## config.mk

```make
export PLATFORM = sky130hd
export DESIGN_NAME = countdown_timer
export DESIGN_NICKNAME = d
export VERILOG_FILES = /design/src/rtl/countdown_timer.sv
export SDC_FILE = /design/constraint.sdc
export NUM_CORES = 1
export LEC_CHECK = 0
export ABC_AREA = 1
export CORE_AREA = 2 2 65 67
export CTS_CLUSTER_SIZE = 14
export DETAILED_ROUTE_END_ITERATION = 12
export DIE_AREA = 0 0 67 69
export GPL_TIMING_DRIVEN = 0
export PLACE_DENSITY = 0.84
export SETUP_SLACK_MARGIN = 0.05
export SKIP_LAST_GASP = 1
export SYNTH_ARGS = -nofsm -noshare
export SYNTH_HDL_FRONTEND = slang
export SYNTH_SLANG_ARGS = --single-unit
```

## constraint.sdc

```tcl
create_clock -name clk -period 3.2 [get_ports clk]
set_input_delay 0.64 -clock clk [delete_from_list [all_inputs] [get_ports clk]]
set_output_delay 0.64 -clock clk [all_outputs]
set_load 0.01 [all_outputs]
```

## src/rtl/countdown_timer.sv

```systemverilog
// Microwave cook timer: BCD MM:SS keypad entry followed by a one-second-per-tick countdown
// that runs while the magnetron is enabled. timer_done feeds control_mag directly.
module countdown_timer #(
  parameter int unsigned TICK_DIV = 1000
) (
  input  logic       clk,
  input  logic       resetn,
  input  logic       clearn,
  input  logic       enable,
  input  logic       digit_valid,
  input  logic [3:0] digit,
  output logic [3:0] mins_tens,
  output logic [3:0] mins_ones,
  output logic [3:0] secs_tens,
  output logic [3:0] secs_ones,
  output logic       timer_done,
  output logic       done_pulse,
  output logic       running
);

  localparam int unsigned PW = (TICK_DIV > 1) ? $clog2(TICK_DIV) : 1;
  localparam int unsigned DW = 4;

  typedef enum logic [1:0] {
    IDLE   = 2'd0,
    LOADED = 2'd1,
    RUN    = 2'd2
  } state_t;

  state_t        state;
  state_t        state_nxt;
  logic [PW-1:0] presc;
  logic [PW-1:0] presc_nxt;
  logic [DW-1:0] mt_nxt;
  logic [DW-1:0] mo_nxt;
  logic [DW-1:0] st_nxt;
  logic [DW-1:0] so_nxt;
  logic          done_nxt;
  logic          count_nz_c;
  logic          run_c;
  logic          tick_c;
  logic          entry_c;
  logic          nxt_zero_c;

  // Zero detect straight off the digit registers so control_mag sees it with no latency.
  assign timer_done = (mins_tens == '0) && (mins_ones == '0) &&
                      (secs_tens == '0) && (secs_ones == '0);
  assign running    = (state == RUN);

  // Next-state datapath: clear beats digit entry, which beats the tick decrement.
  always_comb begin
    mt_nxt     = mins_tens;
    mo_nxt     = mins_ones;
    st_nxt     = secs_tens;
    so_nxt     = secs_ones;
    presc_nxt  = presc;
    done_nxt   = 1'b0;
    state_nxt  = state;
    nxt_zero_c = 1'b0;

    count_nz_c = !timer_done;
    run_c      = count_nz_c && enable;
    tick_c     = run_c && (presc == PW'(TICK_DIV - 1));
    entry_c    = digit_valid && !enable && (digit <= 4'd9);

    if (!clearn) begin
      mt_nxt    = '0;
      mo_nxt    = '0;
      st_nxt    = '0;
      so_nxt    = '0;
      presc_nxt = '0;
    end else if (entry_c) begin
      mt_nxt = mins_ones;
      mo_nxt = secs_tens;
      st_nxt = secs_ones;
      so_nxt = digit;
    end else if (run_c) begin
      presc_nxt = tick_c ? '0 : presc + PW'(1);
      if (tick_c) begin
        // BCD borrow chain; secs_tens of 6..9 simply counts down, borrow reloads it with 5.
        if (secs_ones == '0) begin
          so_nxt = 4'd9;
          if (secs_tens == '0) begin
            st_nxt = 4'd5;
            if (mins_ones == '0) begin
              mo_nxt = 4'd9;
              mt_nxt = mins_tens - 4'd1;
            end else begin
              mo_nxt = mins_ones - 4'd1;
            end
          end else begin
            st_nxt = secs_tens - 4'd1;
          end
        end else begin
          so_nxt = secs_ones - 4'd1;
        end
      end
    end

    nxt_zero_c = (mt_nxt == '0) && (mo_nxt == '0) && (st_nxt == '0) && (so_nxt == '0);

    // A decrement that lands on 00:00 is the only source of done_pulse.
    if (clearn && tick_c && nxt_zero_c) begin
      done_nxt = 1'b1;
    end

    if (nxt_zero_c) begin
      state_nxt = IDLE;
      presc_nxt = '0;
    end else if (enable) begin
      state_nxt = RUN;
    end else begin
      state_nxt = LOADED;
    end
  end

  // State, prescaler, digits and pulse registers.
  always_ff @(posedge clk or negedge resetn) begin
    if (!resetn) begin
      state      <= IDLE;
      presc      <= '0;
      mins_tens  <= '0;
      mins_ones  <= '0;
      secs_tens  <= '0;
      secs_ones  <= '0;
      done_pulse <= 1'b0;
    end else begin
      state      <= state_nxt;
      presc      <= presc_nxt;
      mins_tens  <= mt_nxt;
      mins_ones  <= mo_nxt;
      secs_tens  <= st_nxt;
      secs_ones  <= so_nxt;
      done_pulse <= done_nxt;
    end
  end

endmodule

```

==> results.py, run 1 <==
metrics = {
    "outcome": {
        "status": "complete, no violations",
    },
    "clock_tree": {
        "cts.sinks": 29,
        "clock_latency_ps": 290,
        "holdBufCountCts": 0,
        "postCtsSetupBuffers": 0,
        "tritoncts.num_buffers": 5,
        "ctsRootBufferMaster": "sky130_fd_sc_hd__clkbuf_8",
        "path_clk_slew_ps": 70,
        "ctsHtreeMaxLevel": 2,
        "postCtsResizedCells": 0,
        "buffers_from_clock_root_to_sink_at_most": 2,
        "tritoncts": "built",
    },
    "sta": {
        "timing.final.crit_share_pct": 89.26,
        "finalHoldWorstSlack_ps": 377.0,
        "final-hold-violation-count": 0,
        "setup_viol": 0,
        "tns_ps": 0,
        "fin_crit_ps": 2856,
        "skew_ps": 10.99,
        "setup_slack_ps": 343.6,
        "maxSlewHeadroom_pct": 57.22,
        "drv_slew": 0,
        "timing.fmax_mhz": 350.1,
        "tightestPinTransition_ps": 641.6,
        "grt_setup_unrepaired": "false",
    },
    "synth": {
        "number_of_enable_type_register_cells_in_the_synthesized_netlist": 0,
        "area_fraction_of_the_dominant_cell_type_after_synthesis_pct": 31.49,
        "postSynth.asyncResetShare_pct": 100.0,
        "netlist_cell_types": 28,
        "synthesis.area_um2": 2305,
        "synthesized_netlist_cell_count": 351,
        "synth.most_common_cell": "sky130_fd_sc_hd__nand2_1",
        "synth_area_leaders": "sky130_fd_sc_hd__dfrtp_1 (31%), sky130_fd_sc_hd__nand2_1 (15%), sky130_fd_sc_hd__inv_1 (11%), sky130_fd_sc_hd__o21ai_0 (5.4%), sky130_fd_sc_hd__nor2_2 (4.9%)",
        "synth_seq_cells": 29,
        "yosys-top-cells-count": "sky130_fd_sc_hd__nand2_1 (92), sky130_fd_sc_hd__inv_1 (70), sky130_fd_sc_hd__dfrtp_1 (29), sky130_fd_sc_hd__o21ai_0 (25), sky130_fd_sc_hd__nor2_1 (21)",
        "synth_area_per_cell_um2": 6.566,
        "yosysWarnings": 0,
        "synthFlopType": "sky130_fd_sc_hd__dfrtp_1",
        "yosys.area.top_type": "sky130_fd_sc_hd__dfrtp_1",
        "synth_sequential_area_ratio_pct": 31.49,
        "synth.net_count": 366,
    },
    "layout": {
        "n_antenna_cell": 0,
        "layout.core_utilization_pct": 69.98,
        "layout-drive-gt1-share_pct": 14.55,
        "fillerInstances": 352,
        "finalNetCount": 399,
        "synthToLayoutAreaGrowth_pct": 18.84,
    },
    "placement": {
        "buffer_ports.inserted": 26,
        "dp_slack_ps": 53.41,
        "globalplace.congestion": 0.9553,
        "dp.final_hpwl_um": 4028,
    },
    "route": {
        "route.detailed.vias_per_inst": 5.147,
        "detail_route.wl_per_cell_um": 12.47,
        "drt_iter0_drc": 174,
        "post-route-drc-count": 0,
        "dr.pass1.iters": 5,
        "totalWireLength_um": 5425,
        "antenna_left": 0,
        "dr_total_vias": 2239,
    },
    "power_and_ir_drop": {
        "post-layout-total-power_mw": 1.118,
        "max-vdd-ir-drop_v": 0.0002232,
        "cellLeakagePower_nw": 1.463,
        "power_density_nw_per_um2": 408.2,
    },
    "critical_path": {
        "timing.reg2reg.setup_slack_ps": 660,
        "worstReg2RegEnd": "state[0]",
        "cells_on_worst_reg2reg_path": 18,
        "critical-path-top-delay-family": "buffers and inverters",
        "worst-endpoint-required_ps": 3360,
        "critPathBufInv": 5,
        "worstSetupPathType": "primary input to flop",
        "crit_path_max_incr_delay_ps": 530,
        "reg2reg_from": "secs_tens[0]",
        "cp_max_fo": 10,
        "crit_path_start_kind": "primary input",
        "crit_path_cell_trace": "clkdlybuf4s50_1 -> inv_1 -> nand3_1 -> buf_2 -> o21ai_0 -> inv_1 -> nand2_1 -> nand2_1 -> nor2_2 -> nand3_2 -> nor2_4 -> buf_12 -> nor2_1",
        "endpoint_kind": "flop",
        "slowest_stage": "sky130_fd_sc_hd__clkdlybuf4s50_1",
        "critical_path_arrival_ps": 3020,
    },
    "grt": {
        "grt_start_max_net_pins": 30,
        "globalRouteTotalUtil_pct": 26.26,
        "globalRoute.totalOverflow": 0,
        "grt_pass1_wl_um": 9425,
        "number_of_global_route_vias_before_repair": 2124,
        "number_of_antenna_violations_at_the_first_check_in_global_routing": 0,
    },
    "floorplanning": {
        "io-pin-count": 28,
        "die_area_um2": 4623,
        "design.core.area_um2": 3914,
        "initial_utilization_pct": 58.89,
        "die_h_um": 69,
        "die_w_um": 67,
        "num_rows": 23,
    },
    "run": {
        "max_cap_viol_count": 0,
    },
    "worst_hold_path": {
        "hp-class": "primary input to async pin",
    },
}
[kinds of logic (layout without fill, tap and decap cells)]
family / count (synthesis) / count (layout) / share of synthesized area [%]
AO/OA/AOI/OAI: 47 / 47 / 11.18
XOR/XNOR: 4 / 4 / 1.520
adder cells (fa/ha/maj): 6 / 6 / 3.257
buffers and inverters: 83 / 117 / 14.71
flip-flops: 29 / 29 / 31.49
AND/OR/NAND/NOR: 182 / 182 / 37.84
[worst max-delay path by stage]
| stage | slack, ps | cells after the start | endpoint | start |
|---|---|---|---|---|
| 2_1_floorplan | 1020 | 18 | presc[3] | secs_tens[0] |
| 3_3_place_gp | 100 | 13 | state[0] | enable |
| 3_5_place_dp | 50 | 13 | state[0] | enable |
| 4_1_cts | 360 | 13 | state[0] | enable |
| 5_1_grt | 160 | 13 | state[0] | enable |
| 6_report | 340 | 13 | state[0] | enable |
[stage by stage]
step	cell area [um2]	cells
CTS	2744	435
finish	2739	435
detailed placement	2628	427
floorplan	2305	351
global placement	2628	427
global route	2739	435
[cell usage in the layout, fill, tap and decap left out, types with 4 or more instances in the layout]
master                            Yosys  final
sky130_fd_sc_hd__inv_2                6      6
sky130_fd_sc_hd__xor2_1               4      4
sky130_fd_sc_hd__dfrtp_1             29     29
sky130_fd_sc_hd__nor2_4               5      5
sky130_fd_sc_hd__nand4_1              6      6
sky130_fd_sc_hd__nor3_1              10     10
sky130_fd_sc_hd__clkbuf_8             0      6
sky130_fd_sc_hd__a21oi_1             11     11
sky130_fd_sc_hd__buf_2                3      4
sky130_fd_sc_hd__clkdlybuf4s50_1      0     25
sky130_fd_sc_hd__ha_1                 6      6
sky130_fd_sc_hd__nor2_2              18     18
sky130_fd_sc_hd__nand3_1             17     17
sky130_fd_sc_hd__nand2_1             92     92
sky130_fd_sc_hd__o21ai_0             25     25
sky130_fd_sc_hd__nand2_2              7      7
sky130_fd_sc_hd__nor2_1              21     21
sky130_fd_sc_hd__inv_1               70     70
[layout make-up]
| cell class | instances | area (um2) | share of cell area [%] |
|---|---|---|---|
| well taps | 50 | 62.56 | 2.284 |
| repair buffers | 26 | 255.2 | 9.319 |
| inverters | 76 | 285.3 | 10.42 |
| clock inverters | 1 | 30.03 | 1.096 |
| clock buffers | 7 | 86.33 | 3.152 |
| flip-flops and latches | 29 | 725.7 | 26.50 |
| plain buffers | 7 | 53.80 | 1.964 |
| multi-input cells | 239 | 1240 | 45.27 |
[layer usage]
metal / vias up / global-route usage (%) / share of wire (%)
li1: 1146 / - / -
met1: 1021 / 35.38 / 46
met2: 64 / 40.70 / 47
met3: 8 / 6.852 / 5.5
met4: 0 / 8.390 / 1.2
met5: - / 0 / 0
[sequential cells by signal, summed over array words and instances (netlist names)]
signal	cells
done_pulse	1
mins_ones	4
mins_tens	4
presc	10
secs_ones	4
secs_tens	4
state	2
[where the power goes]
group / internal, mW / leakage [nW] / switching, mW / total, mW
logic: 0.118 / 1.01 / 0.187 / 0.306
clock network: 0.254 / 0.0585 / 0.147 / 0.401
registers: 0.387 / 0.392 / 0.0243 / 0.411
total: 0.759 / 1.46 / 0.359 / 1.12
[worst reg2reg max path, stage by stage, from the launching register on]
cell	delay, ps
sky130_fd_sc_hd__dfrtp_1	430
sky130_fd_sc_hd__inv_1	130
sky130_fd_sc_hd__ha_1	210
sky130_fd_sc_hd__nand3_2	170
sky130_fd_sc_hd__nor2_4	170
sky130_fd_sc_hd__nand2_4	80
sky130_fd_sc_hd__nand2_2	110
sky130_fd_sc_hd__inv_2	70
sky130_fd_sc_hd__nand2_4	90
sky130_fd_sc_hd__nand2_1	60
sky130_fd_sc_hd__nand2_1	50
sky130_fd_sc_hd__nand2_1	40
sky130_fd_sc_hd__nand2_1	110
sky130_fd_sc_hd__nand2_1	80
sky130_fd_sc_hd__nor2_2	110
sky130_fd_sc_hd__nand3_2	140
sky130_fd_sc_hd__nor2_4	160
sky130_fd_sc_hd__buf_12	150
sky130_fd_sc_hd__nor2_1	50
Note: power is estimated with default switching activity, not from simulation.
==> inputs of run 2 (changes only) <==
--- a/config.mk
+++ b/config.mk
@@ -13,7 +13,6 @@
 export GPL_TIMING_DRIVEN = 0
 export PLACE_DENSITY = 0.84
 export SETUP_SLACK_MARGIN = 0.05
-export SKIP_LAST_GASP = 1
 export SYNTH_ARGS = -nofsm -noshare
 export SYNTH_HDL_FRONTEND = slang
 export SYNTH_SLANG_ARGS = --single-unit
==> constraint.sdc (replaced) <==
create_clock -name clk -period 3.2 [get_ports clk]
set_input_delay 0.48 -clock clk [delete_from_list [all_inputs] [get_ports clk]]
set_output_delay 0.48 -clock clk [all_outputs]
set_load 0.005 [all_outputs]
==> results of run 2 <==
Same layout as run 1 (identical final DEF). Status: complete, no violations.
Among the figures that moved: setup slack after placement 53.41 ps -> 213.4 ps; setup slack after layout 343.6 ps -> 503.6 ps; hold slack 377.0 ps -> 217.0 ps; total power 1.118 mW -> 1.112 mW; worst IR drop on VDD 0.0002232 V -> 0.0002225 V
